File: config.mk
export PLATFORM = sky130hd
export DESIGN_NAME = msd_requester
export DESIGN_NICKNAME = d
export VERILOG_FILES = /design/src/rtl/msd_requester_pkg.sv /design/src/rtl/msd_req_timer.sv /design/src/rtl/msd_requester.sv
export SDC_FILE = /design/constraint.sdc
export NUM_CORES = 1
export LEC_CHECK = 0
export BUFFER_PORTS_ARGS = -buffer_cell sky130_fd_sc_hd__buf_2
export CAP_MARGIN = 20
export CORE_ASPECT_RATIO = 1.4
export CORE_MARGIN = 2
export CORE_UTILIZATION = 50
export CTS_CLUSTER_DIAMETER = 120
export DETAILED_ROUTE_END_ITERATION = 7
export GPL_TIMING_DRIVEN = 0
export PLACE_DENSITY_LB_ADDON = 0.05
export SYNTH_ARGS = -nofsm -noshare
export SYNTH_HDL_FRONTEND = slang
export SYNTH_SLANG_ARGS = --single-unit
File: constraint.sdc
create_clock -name clk -period 2.9 [get_ports clk]
set_input_delay 0.435 -clock clk [delete_from_list [all_inputs] [get_ports clk]]
set_output_delay 0.435 -clock clk [all_outputs]
set_load 0.1 [all_outputs]
File: src/rtl/msd_requester_pkg.sv
`default_nettype none
// +----------------------------------------------------------------------------+
// | Module      : msd_requester_pkg                                            |
// | Description : Shared definitions for the MSD command sequencer: the FSM    |
// |               state encoding, the MSD opcode constants and a helper that   |
// |               classifies the states in which the sequencer waits on the    |
// |               MSD.                                                         |
// | Revision    : 1.0 - initial release                                        |
// +----------------------------------------------------------------------------+
package msd_requester_pkg;

    // Sequencer states. The width is fixed so the encoding is explicit.
    typedef enum logic [2:0] {
        ST_IDLE   = 3'd0,
        ST_START  = 3'd1,
        ST_WAIT_X = 3'd2,
        ST_LOAD_X = 3'd3,
        ST_WAIT_Y = 3'd4,
        ST_LOAD_Y = 3'd5,
        ST_BUSY   = 3'd6,
        ST_RESP   = 3'd7
    } state_t;

    // MSD operation codes.
    localparam logic [1:0] OP_DIV     = 2'b00;
    localparam logic [1:0] OP_SQRT    = 2'b01;
    localparam logic [1:0] OP_MUL     = 2'b10;
    localparam logic [1:0] OP_ILLEGAL = 2'b11;

    // States in which the sequencer is blocked on an MSD event. Only these
    // states advance the optional abort timer.
    function automatic logic is_wait_state(input state_t s);
        return (s == ST_WAIT_X) || (s == ST_WAIT_Y) || (s == ST_BUSY);
    endfunction

endpackage : msd_requester_pkg
`default_nettype wire

File: src/rtl/msd_req_timer.sv
`default_nettype none
// +----------------------------------------------------------------------------+
// | Module      : msd_req_timer                                                |
// | Description : Wait-state abort timer. Counts cycles while clear is low and |
// |               flags expiry on the LIMIT-th consecutive counted cycle, so   |
// |               the owner leaves the wait state after exactly LIMIT cycles.  |
// | Ports       : clk     - clock, rising edge                                 |
// |               rst     - asynchronous active-low reset                      |
// |               clear   - hold the count at zero (owner not waiting)         |
// |               expired - high during the LIMIT-th waiting cycle             |
// | Revision    : 1.0 - initial release                                        |
// +----------------------------------------------------------------------------+
module msd_req_timer #(
    parameter int LIMIT = 1024
) (
    input  logic clk,
    input  logic rst,
    input  logic clear,
    output logic expired
);

    localparam int CW = (LIMIT > 1) ? $clog2(LIMIT) : 1;
    localparam logic [CW-1:0] c_last = CW'(LIMIT - 1);

    logic [CW-1:0] r_count;

    // The count saturates at its last value; the owner always leaves the
    // wait state on expiry, which raises clear on the following cycle.
    always_ff @(posedge clk or negedge rst) begin
        if (!rst) begin
            r_count <= '0;
        end else if (clear) begin
            r_count <= '0;
        end else if (r_count != c_last) begin
            r_count <= r_count + 1'b1;
        end
    end

    assign expired = !clear && (r_count == c_last);

endmodule : msd_req_timer
`default_nettype wire

File: src/rtl/msd_requester.sv
`default_nettype none
// +----------------------------------------------------------------------------+
// | Module      : msd_requester                                                |
// | Description : Command-side sequencer for the MSD arithmetic unit. Accepts  |
// |               one parallel request (opcode + two operands), pulses start,  |
// |               answers the unit's load_x / load_y prompts with the operands |
// |               on a strobed bus, waits for ready/error and returns result,  |
// |               residue and status on a held valid/ready response channel.   |
// | Ports       : clk, rst            - clock / async active-low reset         |
// |               req_*               - request channel (valid/ready)          |
// |               rsp_*               - response channel (valid held to ready) |
// |               msd_start/load/opcode/data - drive side of the MSD           |
// |               msd_load_x/y, msd_ready_flag, msd_error_flag,                |
// |               msd_result, msd_residue    - MSD status and results          |
// | Options     : MSD_REQ_TIMEOUT_EN - abort a wait state after TIMEOUT_CYCLES |
// |               cycles and report rsp_timeout; otherwise waits are unbounded |
// |               and rsp_timeout is tied low.                                 |
// | Revision    : 1.0 - initial release                                        |
// +----------------------------------------------------------------------------+
module msd_requester
    import msd_requester_pkg::*;
#(
    parameter int WORD_LENGHT = 16
`ifdef MSD_REQ_TIMEOUT_EN
    ,
    parameter int TIMEOUT_CYCLES = 1024
`endif
) (
    input  logic                   clk,
    input  logic                   rst,
    // Request channel
    input  logic                   req_valid,
    output logic                   req_ready,
    input  logic [1:0]             req_opcode,
    input  logic [WORD_LENGHT-1:0] req_op_x,
    input  logic [WORD_LENGHT-1:0] req_op_y,
    // Response channel
    output logic                   rsp_valid,
    input  logic                   rsp_ready,
    output logic [WORD_LENGHT-1:0] rsp_result,
    output logic [WORD_LENGHT-1:0] rsp_residue,
    output logic                   rsp_error,
    output logic                   rsp_timeout,
    // MSD drive side
    output logic                   msd_start,
    output logic                   msd_load,
    output logic [1:0]             msd_opcode,
    output logic [WORD_LENGHT-1:0] msd_data,
    // MSD status side
    input  logic                   msd_load_x,
    input  logic                   msd_load_y,
    input  logic                   msd_ready_flag,
    input  logic                   msd_error_flag,
    input  logic [WORD_LENGHT-1:0] msd_result,
    input  logic [WORD_LENGHT-1:0] msd_residue
);

    state_t                 r_state;
    logic                   r_req_ready;
    logic [1:0]             r_msd_opcode;
    logic [WORD_LENGHT-1:0] r_op_x;
    logic [WORD_LENGHT-1:0] r_op_y;
    logic [WORD_LENGHT-1:0] r_rsp_result;
    logic [WORD_LENGHT-1:0] r_rsp_residue;
    logic                   r_rsp_error;
    logic                   w_timeout;

    // ------------------------------------------------------------------------
    // Optional wait-state abort timer. Every entry into a wait state comes
    // from a non-wait state, so holding the timer clear outside the wait
    // states restarts it on each entry.
    // ------------------------------------------------------------------------
`ifdef MSD_REQ_TIMEOUT_EN
    logic r_rsp_timeout;
    logic w_timer_clear;

    assign w_timer_clear = !is_wait_state(r_state);

    msd_req_timer #(
        .LIMIT   (TIMEOUT_CYCLES)
    ) u_timer (
        .clk     (clk),
        .rst     (rst),
        .clear   (w_timer_clear),
        .expired (w_timeout)
    );

    assign rsp_timeout = r_rsp_timeout;
`else
    assign w_timeout   = 1'b0;
    assign rsp_timeout = 1'b0;
`endif

    // ------------------------------------------------------------------------
    // Sequencer. req_ready is a register rather than a state decode so that
    // it reads low while reset is held, even though the reset state is IDLE.
    // In every MSD wait state the error flag is tested first so that it wins
    // over a simultaneous prompt or ready flag.
    // ------------------------------------------------------------------------
    always_ff @(posedge clk or negedge rst) begin
        if (!rst) begin
            r_state       <= ST_IDLE;
            r_req_ready   <= 1'b0;
            r_msd_opcode  <= 2'b00;
            r_op_x        <= '0;
            r_op_y        <= '0;
            r_rsp_result  <= '0;
            r_rsp_residue <= '0;
            r_rsp_error   <= 1'b0;
`ifdef MSD_REQ_TIMEOUT_EN
            r_rsp_timeout <= 1'b0;
`endif
        end else begin
            case (r_state)
                ST_IDLE: begin
                    if (req_valid && r_req_ready) begin
                        r_req_ready <= 1'b0;
                        r_op_x      <= req_op_x;
                        r_op_y      <= req_op_y;
`ifdef MSD_REQ_TIMEOUT_EN
                        r_rsp_timeout <= 1'b0;
`endif
                        if (req_opcode == OP_ILLEGAL) begin
                            // Rejected locally; the MSD never sees it.
                            r_rsp_result  <= '1;
                            r_rsp_residue <= '0;
                            r_rsp_error   <= 1'b1;
                            r_state       <= ST_RESP;
                        end else begin
                            r_msd_opcode <= req_opcode;
                            r_state      <= ST_START;
                        end
                    end else begin
                        r_req_ready <= 1'b1;
                    end
                end

                ST_START: begin
                    r_state <= ST_WAIT_X;
                end

                ST_WAIT_X: begin
                    if (msd_error_flag) begin
                        r_rsp_result  <= msd_result;
                        r_rsp_residue <= msd_residue;
                        r_rsp_error   <= 1'b1;
                        r_state       <= ST_RESP;
                    end else if (msd_load_x) begin
                        r_state <= ST_LOAD_X;
                    end else if (w_timeout) begin
                        r_rsp_result  <= '1;
                        r_rsp_residue <= '0;
                        r_rsp_error   <= 1'b1;
`ifdef MSD_REQ_TIMEOUT_EN
                        r_rsp_timeout <= 1'b1;
`endif
                        r_state       <= ST_RESP;
                    end
                end

                ST_LOAD_X: begin
                    // Square root has a single operand.
                    r_state <= (r_msd_opcode == OP_SQRT) ? ST_BUSY : ST_WAIT_Y;
                end

                ST_WAIT_Y: begin
                    if (msd_error_flag) begin
                        r_rsp_result  <= msd_result;
                        r_rsp_residue <= msd_residue;
                        r_rsp_error   <= 1'b1;
                        r_state       <= ST_RESP;
                    end else if (msd_load_y) begin
                        r_state <= ST_LOAD_Y;
                    end else if (w_timeout) begin
                        r_rsp_result  <= '1;
                        r_rsp_residue <= '0;
                        r_rsp_error   <= 1'b1;
`ifdef MSD_REQ_TIMEOUT_EN
                        r_rsp_timeout <= 1'b1;
`endif
                        r_state       <= ST_RESP;
                    end
                end

                ST_LOAD_Y: begin
                    r_state <= ST_BUSY;
                end

                ST_BUSY: begin
                    if (msd_error_flag || msd_ready_flag) begin
                        r_rsp_result  <= msd_result;
                        r_rsp_residue <= msd_residue;
                        r_rsp_error   <= msd_error_flag;
                        r_state       <= ST_RESP;
                    end else if (w_timeout) begin
                        r_rsp_result  <= '1;
                        r_rsp_residue <= '0;
                        r_rsp_error   <= 1'b1;
`ifdef MSD_REQ_TIMEOUT_EN
                        r_rsp_timeout <= 1'b1;
`endif
                        r_state       <= ST_RESP;
                    end
                end

                ST_RESP: begin
                    // Response registers are untouched here, so the fields
                    // stay stable for as long as the consumer stalls.
                    if (rsp_ready) begin
                        r_msd_opcode <= 2'b00;
                        r_req_ready  <= 1'b1;
                        r_state      <= ST_IDLE;
                    end
                end

                default: begin
                    r_state     <= ST_IDLE;
                    r_req_ready <= 1'b0;
                end
            endcase
        end
    end

    // ------------------------------------------------------------------------
    // Outputs: registers or decodes of the state register only, so no input
    // reaches an output combinationally.
    // ------------------------------------------------------------------------
    assign req_ready   = r_req_ready;
    assign rsp_valid   = (r_state == ST_RESP);
    assign rsp_result  = r_rsp_result;
    assign rsp_residue = r_rsp_residue;
    assign rsp_error   = r_rsp_error;

    assign msd_start   = (r_state == ST_START);
    assign msd_load    = (r_state == ST_LOAD_X) || (r_state == ST_LOAD_Y);
    assign msd_opcode  = r_msd_opcode;
    assign msd_data    = (r_state == ST_LOAD_X) ? r_op_x :
                         (r_state == ST_LOAD_Y) ? r_op_y : '0;

endmodule : msd_requester
`default_nettype wire

==> results.sh, run 1 <==
export IMPL_outcome="finished, final reports clean"
export IMPL_synth_edff_count=0
export IMPL_antenna_cells=0
export IMPL_synth_top_area_share_pct=54.64
export IMPL_grt_usage_pct=21.19
export IMPL_postSynthCellCount=264
export IMPL_yosys_top_cells_area="dfrtp_1 (55%), mux2_2 (12%), mux2i_1 (4.9%)"
export IMPL_drv_cap=0
export IMPL_yosysMostFrequentCell="dfrtp_1"
export IMPL_core_area_sq_mm=0.006254
export IMPL_finClkSkew_ns=0.01063
export IMPL_h_tree_depth=3
export IMPL_crit_required_ns=2.47
export IMPL_start_util_pct=52.00
export IMPL_die_area_sq_mm=0.007174
export IMPL_cts_tree="built"
export IMPL_worstSetupPathType="flop to output pin"
export IMPL_final_layout_size_suffix_gt1_share_pct=47.55
export IMPL_async_flop_share_pct=100.0
export IMPL_vias=2464
export IMPL_holdCritPathClass="input pin to async pin"
export IMPL_die_height_um=99.42
export IMPL_yosysTopAreaCell="dfrtp_1"
export IMPL_routed_wl_mm=7.169
export IMPL_drc=0
export IMPL_postCtsSetupBuffers=0
export IMPL_setup_viol=0
export IMPL_crit_path_end="msd_data[7]"
export IMPL_hold_viol_final=0
export IMPL_r2r_start="r_state[1]"
export IMPL_post_dp_hpwl_mm=5.271
export IMPL_cp_arrival_ns=2.29
export IMPL_synth_area_sq_mm=0.003252
export IMPL_rows=34
export IMPL_portBuffers=128
export IMPL_fp_dieW_um=72.16
export IMPL_synth_net_count=338
export IMPL_root_buffer="clkbuf_8"
export IMPL_relSlewSlack_pct=41.27
export IMPL_cts_buffer_depth=2
export IMPL_post_route_min_period_ns=2.724
export IMPL_cts_buffers=9
export IMPL_drtIter0Drc=118
export IMPL_yosysWarnings=0
export IMPL_slew_viol_final=0
export IMPL_rsz0062_at_grt="no"
export IMPL_ios=130
export IMPL_wl_per_cell_um=14.94
export IMPL_startpoint_type="flop"
export IMPL_timing_rr_end="rsp_error"
export IMPL_grt_max_degree=72
export IMPL_path_max_fanout=10
export IMPL_antenna_found_initial=0
export IMPL_worstMarginPinSlew_ns=0.8810
export IMPL_rr_worst_depth=6
export IMPL_synth_seq_cells=71
export IMPL_ff2ff_setup_slack_ns=0.72
export IMPL_clk_transition_reported_paths_ns=0.08
export IMPL_synth_distinct_cells=35
export IMPL_nNetsFinal=477
export IMPL_firstDrtPassIters=4
export IMPL_overflow=0
export IMPL_numClockSinks=71
export IMPL_grt_pass1_wl_mm=11.89
export IMPL_syn_to_final_growth_pct=28.97
export IMPL_gp_congestion=0.7491
export IMPL_cp_cell_sequence="buf_2, nand2_1, nor2_2, clkbuf_2, a22o_1, clkbuf_4"
export IMPL_crit_slowest_cell="dfrtp_1"
export IMPL_ant_nets=0
export IMPL_seq_area_frac_synth_pct=54.64
export IMPL_ys_top_cells_by_count="dfrtp_1 (71), mux2_2 (36), nand2_1 (20)"
export IMPL_max_stage_delay_ns=0.45
export IMPL_cp_end_kind="output pin"
export IMPL_hold_buffers=0
export IMPL_synth_top_flop_cell="dfrtp_1"
export IMPL_startpoint="r_state[0]"
export IMPL_tns_ns=0
export IMPL_fmax_mhz=367.1
export IMPL_vias_per_cell=5.133
export IMPL_syn_avg_cell_area_sq_um=12.32
export IMPL_clock_latency_ns=0.34
export IMPL_grt_pass1_vias=2551
export IMPL_period_share_pct=93.94
## cell families after synthesis
logic type | count (synthesis) | synth area share [%]
buffers and inverters | 35 | 4.963
muxes | 66 | 22.24
DFF | 71 | 54.64
AOI/OAI and AO/OA | 35 | 9.003
other | 1 | 0.1153
and+or+nand+nor | 56 | 9.042
## worst max-delay path: cells and delay by family, from the launching register on
family                 cells  cell delay [ns]
AOI/OAI and AO/OA          1             0.19
DFF                        1             0.45
buffers and inverters      3             0.90
and+or+nand+nor            2             0.42
## worst min-delay path by stage
stage	slack, ns	to	cells past startpoint
floorplan	0.14	msd_opcode[0]	0
global placement	0.46	rsp_result[10]	1
detailed placement	0.47	rsp_result[14]	1
CTS	0.25	msd_opcode[1]	1
global route	0.29	msd_opcode[1]	1
finish	0.20	msd_opcode[1]	1
## layer usage
layer	wire, um	global-route usage [%]	vias up
met5	0	0	-
met4	108	8.273	0
met3	436	4.762	10
met1	2933	25.10	1184
li1	-	-	1198
met2	3690	36.84	72
## cell type report
type,instances,area (sq um)
fill,527,2059
sequential,71,1777
multi-input combinational,158,1319
timing repair buffer,128,668.1
clock buffer,13,158.9
buffer,18,100.1
tap,72,90.09
inverter,17,63.81
clock inverter,3,17.52
## through the flow
step                area, sq um  utilization, %  setup WS (ns)  instances  hold slack, ns
CTS                        4169           66.67        0.08417        480          0.2545
floorplan                  3252               -         0.2633        264          0.1394
detailed placement         3985           63.73         0.1412        464          0.4692
global route               4194           67.07        0.04089        480          0.2934
global placement           3983           63.69         0.1632        464          0.4616
finish                     4194           67.07         0.1757        480          0.2012
## registers in the layout, summed over array words and instances, names as in the netlist
| signal | cells |
|---|---|
| r_state | 3 |
| req_ready | 1 |
| r_op_y | 16 |
| msd_opcode | 2 |
| rsp_error | 1 |
| rsp_residue | 16 |
| r_op_x | 16 |
| rsp_result | 16 |
## cells in the final DEF, fill, tap and decap left out, types with 3 or more instances in the layout
master    Yosys  routed
a22o_1       18      18
buf_2         6     123
buf_4         2       3
clkbuf_1      8       8
clkbuf_4      0      10
clkbuf_8      0      11
dfrtp_1      71      71
inv_1        17      17
mux2_1       14      14
mux2_2       36      36
mux2i_1      16      16
nand2_1      20      20
nand3_1       3       3
nor2_1        6       4
o21ai_0       5       5
or3_1        17      17
## what timing repair did
action	4_1_cts	5_1_grt
hold endpoints to repair	0	0
endpoints found under the setup margin	10	10
resized for setup	4	10
Power of run 1 is not shown: default switching activity piles up to over one toggle a cycle in this logic, so the estimate is an artifact.
==> run 2, diff against run 1 <==
CELL_PAD_IN_SITES_DETAIL_PLACEMENT = 1   (was unset)
CELL_PAD_IN_SITES_GLOBAL_PLACEMENT = 2   (was unset)
CORE_UTILIZATION = 32   (was 50)
PLACE_DENSITY = 0.86   (was unset)
PLACE_DENSITY_LB_ADDON = unset   (was 0.05)
==> results.sh, run 2 (synthesis gave the netlist of run 1 again) <==
export IMPL_drtIter0Drc=68
export IMPL_holdCritPathClass="input pin to async pin"
export IMPL_mostFrequentLayoutCell="buf_2"
export IMPL_relSlewSlack_pct=38.75
export IMPL_grt_max_degree=72
export IMPL_routed_wl_mm=8.467
export IMPL_r2r_start="r_state[2]"
export IMPL_ios=130
export IMPL_h_tree_depth=3
export IMPL_grt_usage_pct=15.99
export IMPL_worstMarginPinSlew_ns=0.9187
export IMPL_drt_met1_wl_mm=3.111
export IMPL_wl_per_cell_um=15.59
export IMPL_crit_slowest_cell="dfrtp_1"
export IMPL_ant_nets=0
export IMPL_clock_latency_ns=0.34
export IMPL_cp_arrival_ns=2.28
export IMPL_rsz0062_at_grt="no"
export IMPL_nNetsFinal=477
export IMPL_final_layout_size_suffix_gt1_share_pct=48.28
export IMPL_wl_met2_mm=4.633
export IMPL_cts_buffer_depth=2
export IMPL_firstDrtPassIters=4
export IMPL_post_route_min_period_ns=2.712
export IMPL_drc=0
export IMPL_wl_met3_um=576
export IMPL_worstSetupPathType="flop to output pin"
export IMPL_cts_buffers=9
export IMPL_period_share_pct=93.51
export IMPL_fp_dieW_um=89.20
export IMPL_top_layer_used="met4"
export IMPL_rr_worst_depth=6
export IMPL_numClockSinks=71
export IMPL_seqCellArea_sq_mm=0.001777
export IMPL_post_place_ws_ns=0.05458
export IMPL_slew_viol_final=0
export IMPL_fmax_mhz=368.8
export IMPL_tns_ns=0
export IMPL_mostFrequentLayoutCells="buf_2 (123), dfrtp_1 (71), mux2_2 (36)"
export IMPL_cts_tree="built"
export IMPL_rows=43
export IMPL_antenna_found_initial=0
export IMPL_vias=2556
export IMPL_hold_viol_final=0
export IMPL_vias_per_cell=4.707
export IMPL_cp_end_kind="output pin"
export IMPL_nFillCells=1146
export IMPL_gp_congestion=0.7836
export IMPL_drv_cap=0
export IMPL_postCtsSetupBuffers=0
export IMPL_finClkSkew_ns=0.008718
export IMPL_setup_viol=0
export IMPL_utilization_pct=44.68
export IMPL_grt_pass1_wl_mm=13.18
export IMPL_path_max_fanout=10
export IMPL_root_buffer="clkbuf_16"
export IMPL_grt_pass1_vias=2773
export IMPL_max_stage_delay_ns=0.45
export IMPL_timing_rr_end="rsp_result[15]"
export IMPL_die_area_sq_mm=0.01100
export IMPL_crit_required_ns=2.47
export IMPL_clk_transition_reported_paths_ns=0.06
export IMPL_ff2ff_setup_slack_ns=0.64
export IMPL_syn_to_final_growth_pct=36.01
export IMPL_post_dp_hpwl_mm=6.424
export IMPL_start_util_pct=32.85
export IMPL_portBuffers=128
export IMPL_fin_ws_ns=0.1882
export IMPL_outcome="finished, final reports clean"
export IMPL_cp_cell_sequence="buf_2, nand2_1, nor2_2, clkbuf_2, a22o_1, clkbuf_4"
export IMPL_overflow=0
export IMPL_multiInputGateArea_sq_mm=0.001324
export IMPL_antenna_cells=0
export IMPL_core_area_sq_mm=0.009899
export IMPL_startpoint_type="flop"
export IMPL_die_height_um=123.3
[run 2: worst max-delay path by stage]
stage               cells past startpoint  slack [ns]       start          end
floorplan                               3        0.26  r_state[0]     msd_load
global placement                        6        0.05  r_state[0]  msd_data[8]
detailed placement                      6        0.05  r_state[0]  msd_data[8]
CTS                                     6        0.04  r_state[0]  msd_data[5]
global route                            6       0.003  r_state[0]  msd_data[5]
finish                                  6        0.19  r_state[0]  msd_data[5]
[run 2: metrics by stage]
| step | hold WS, ns | cells | cell area, sq um |
|---|---|---|---|
| after floorplan | 0.1394 | 264 | 3252 |
| after global placement | 0.4640 | 527 | 4061 |
| after detailed placement | 0.4721 | 527 | 4064 |
| after CTS | 0.2705 | 543 | 4392 |
| after global routing | 0.3106 | 543 | 4423 |
| final | 0.2329 | 543 | 4423 |
[run 2: layout make-up]
cell class,count,share of cell area (%)
Timing Repair Buffer,128,15.11
Clock buffer,9,5.092
Inverter,17,1.443
Buffer,18,2.291
Sequential cell,71,40.17
Tap cell,135,3.819
Clock inverter,7,2.150
Multi-Input combinational cell,158,29.93
[run 2: timing repair]
action	in CTS	in global routing
hold buffers	0	0
resized for setup	4	13
setup endpoints to repair	10	11
[run 2: critical path: cells and delay by family (launching register included)]
family / cells / cell delay [ns]
AO/OA/AOI/OAI: 1 / 0.17
flip-flops: 1 / 0.45
AND/OR/NAND/NOR: 2 / 0.42
buffers and inverters: 3 / 0.90
[run 2: per-layer routing]
| metal | vias up | GRT usage (%) |
|---|---|---|
| li1 | 1208 | - |
| met1 | 1257 | 16.67 |
| met5 | - | 0 |
| met3 | 11 | 5.741 |
| met4 | 0 | 5.690 |
| met2 | 80 | 28.94 |
Power of run 2 is left out for the same reason.
==> run 3, diff against run 2 <==
==> constraint.sdc (replaced) <==
create_clock -name clk -period 2.9 [get_ports clk]
set_input_delay 0 -clock clk [delete_from_list [all_inputs] [get_ports clk]]
set_output_delay 0 -clock clk [all_outputs]
set_load 0.1 [all_outputs]
==> results.sh, run 3 (synthesis gave the netlist of run 1 again) <==
export IMPL_outcome="finished, final reports clean"
export IMPL_rsz0062_at_grt="no"
export IMPL_mostFrequentLayoutCell="buf_2"
export IMPL_gp_congestion=0.7836
export IMPL_routed_wl_mm=10.15
export IMPL_dp_cells=527
export IMPL_portBuffers=128
export IMPL_fp_dieW_um=89.20
export IMPL_drtIter0Drc=113
export IMPL_mostFrequentLayoutCells="buf_2 (133), dfrtp_1 (71), dlygate4sd3_1 (68)"
export IMPL_grt_pass1_wl_mm=16.17
export IMPL_startpoint_type="flop"
export IMPL_grt_pass1_vias=3348
export IMPL_clk_transition_reported_paths_ns=0.05
export IMPL_layout_cells_non_filler=613
export IMPL_rows=43
export IMPL_grt_max_degree=72
export IMPL_cts_buffers=9
export IMPL_setup_viol=0
export IMPL_grt_usage_pct=19.58
export IMPL_crit_required_ns=2.90
export IMPL_hold_depth=3
export IMPL_core_area_sq_mm=0.009899
export IMPL_worstMarginPinSlew_ns=0.9323
export IMPL_overflow=0
export IMPL_slew_viol_final=0
export IMPL_numClockSinks=71
export IMPL_cts_tree="built"
export IMPL_drv_cap=0
export IMPL_path_max_fanout=10
export IMPL_holdCritPathClass="input pin to flop"
export IMPL_period_share_pct=88.11
export IMPL_cp_end_kind="output pin"
export IMPL_ios=130
export IMPL_syn_to_final_growth_pct=55.98
export IMPL_cts_buffer_depth=2
export IMPL_firstDrtPassIters=4
export IMPL_worstSetupPathType="flop to output pin"
export IMPL_cp_arrival_ns=2.56
export IMPL_h_tree_depth=3
export IMPL_wl_per_cell_um=16.56
export IMPL_antenna_found_initial=0
export IMPL_die_area_sq_mm=0.01100
export IMPL_nNetsFinal=545
export IMPL_ant_nets=0
export IMPL_relSlewSlack_pct=37.85
export IMPL_final_layout_size_suffix_gt1_share_pct=40.76
export IMPL_root_buffer="clkbuf_16"
export IMPL_post_route_min_period_ns=2.555
export IMPL_finClkSkew_ns=0.01074
export IMPL_nFillCells=1104
export IMPL_drc=0
export IMPL_fmax_mhz=391.4
export IMPL_hold_viol_final=0
export IMPL_die_height_um=123.3
export IMPL_start_util_pct=32.85
export IMPL_vias_per_cell=4.728
export IMPL_rr_worst_depth=6
export IMPL_postCtsSetupBuffers=0
export IMPL_clock_latency_ns=0.34
export IMPL_tns_ns=0
export IMPL_vias=2898
export IMPL_post_dp_hpwl_mm=6.424
[run 3: changes by cell type in the layout (fill, tap and decap cells not counted), moves of 2 or more]
cell,delta
nor2_1,+2
buf_2,+10
diode_2,+2
dlygate4sd3_1,+68
clkbuf_4,-10
[run 3: worst max-delay path, cell delays in order (launching register included)]
cell and delay (ns):
dfrtp_1 0.45, buf_2 0.26, nand2_1 0.12, nor2_1 0.42, clkbuf_2 0.36, a22o_1 0.18, buf_2 0.43
[run 3: metal layers]
layer | vias to the layer above | wire [um] | GRT usage (%) | part of all wire (%)
met5 | - | 0 | 0 | 0
met4 | 0 | 223 | 7.369 | 2.2
met3 | 18 | 499 | 5.607 | 4.9
met2 | 96 | 5776 | 36.62 | 57
met1 | 1430 | 3651 | 20.06 | 36
li1 | 1354 | - | - | -
[run 3: what timing repair did]
item | in CTS | in global routing
setup endpoints to repair | 0 | 10
hold buffers | 68 | 0
hold endpoints to repair | 138 | 0
gates resized for setup | 0 | 4
[run 3: cell type report]
cell class                 count  area (sq um)  area share (%)
multi-input combinational    158          1314           25.90
buffer                        18         100.1           1.973
clock inverter                 7         95.09           1.875
inverter                      17         63.81           1.258
clock buffer                   9         225.2           4.440
sequential                    71          1777           35.03
tap                          135         168.9           3.330
antenna                        2         5.005         0.09867
timing repair buffer         196          1324           26.10
[run 3: through the flow]
step | hold WS [ns] | util, % | setup WS, ns | instance area [sq um]
after global placement | 0.2322 | 41.03 | 0.4866 | 4061
after global routing | 0.05493 | 51.19 | 0.1242 | 5067
final | 0.02037 | 51.24 | 0.3448 | 5072
after CTS | 0.01327 | 51.16 | 0.1381 | 5065
after detailed placement | 0.1961 | 41.05 | 0.4896 | 4064
after floorplan | -0.2956 | - | 0.4508 | 3252
[run 3: final timing paths]
path / start / slack [ns] / end
worst max-delay path: r_state[0] / 0.34 / msd_data[13]
worst min-delay path: rsp_ready / 0.02 / r_state[0]
worst max register to register: r_state[2] / 0.65 / rsp_result[15]
worst min register to register: rsp_result[13] / 0.48 / rsp_result[13]
max in group asynchronous: rst / 1.90 / r_op_x[8]
min in group asynchronous: rst / 0.36 / rsp_result[6]
Power of run 3 is left out for the same reason.
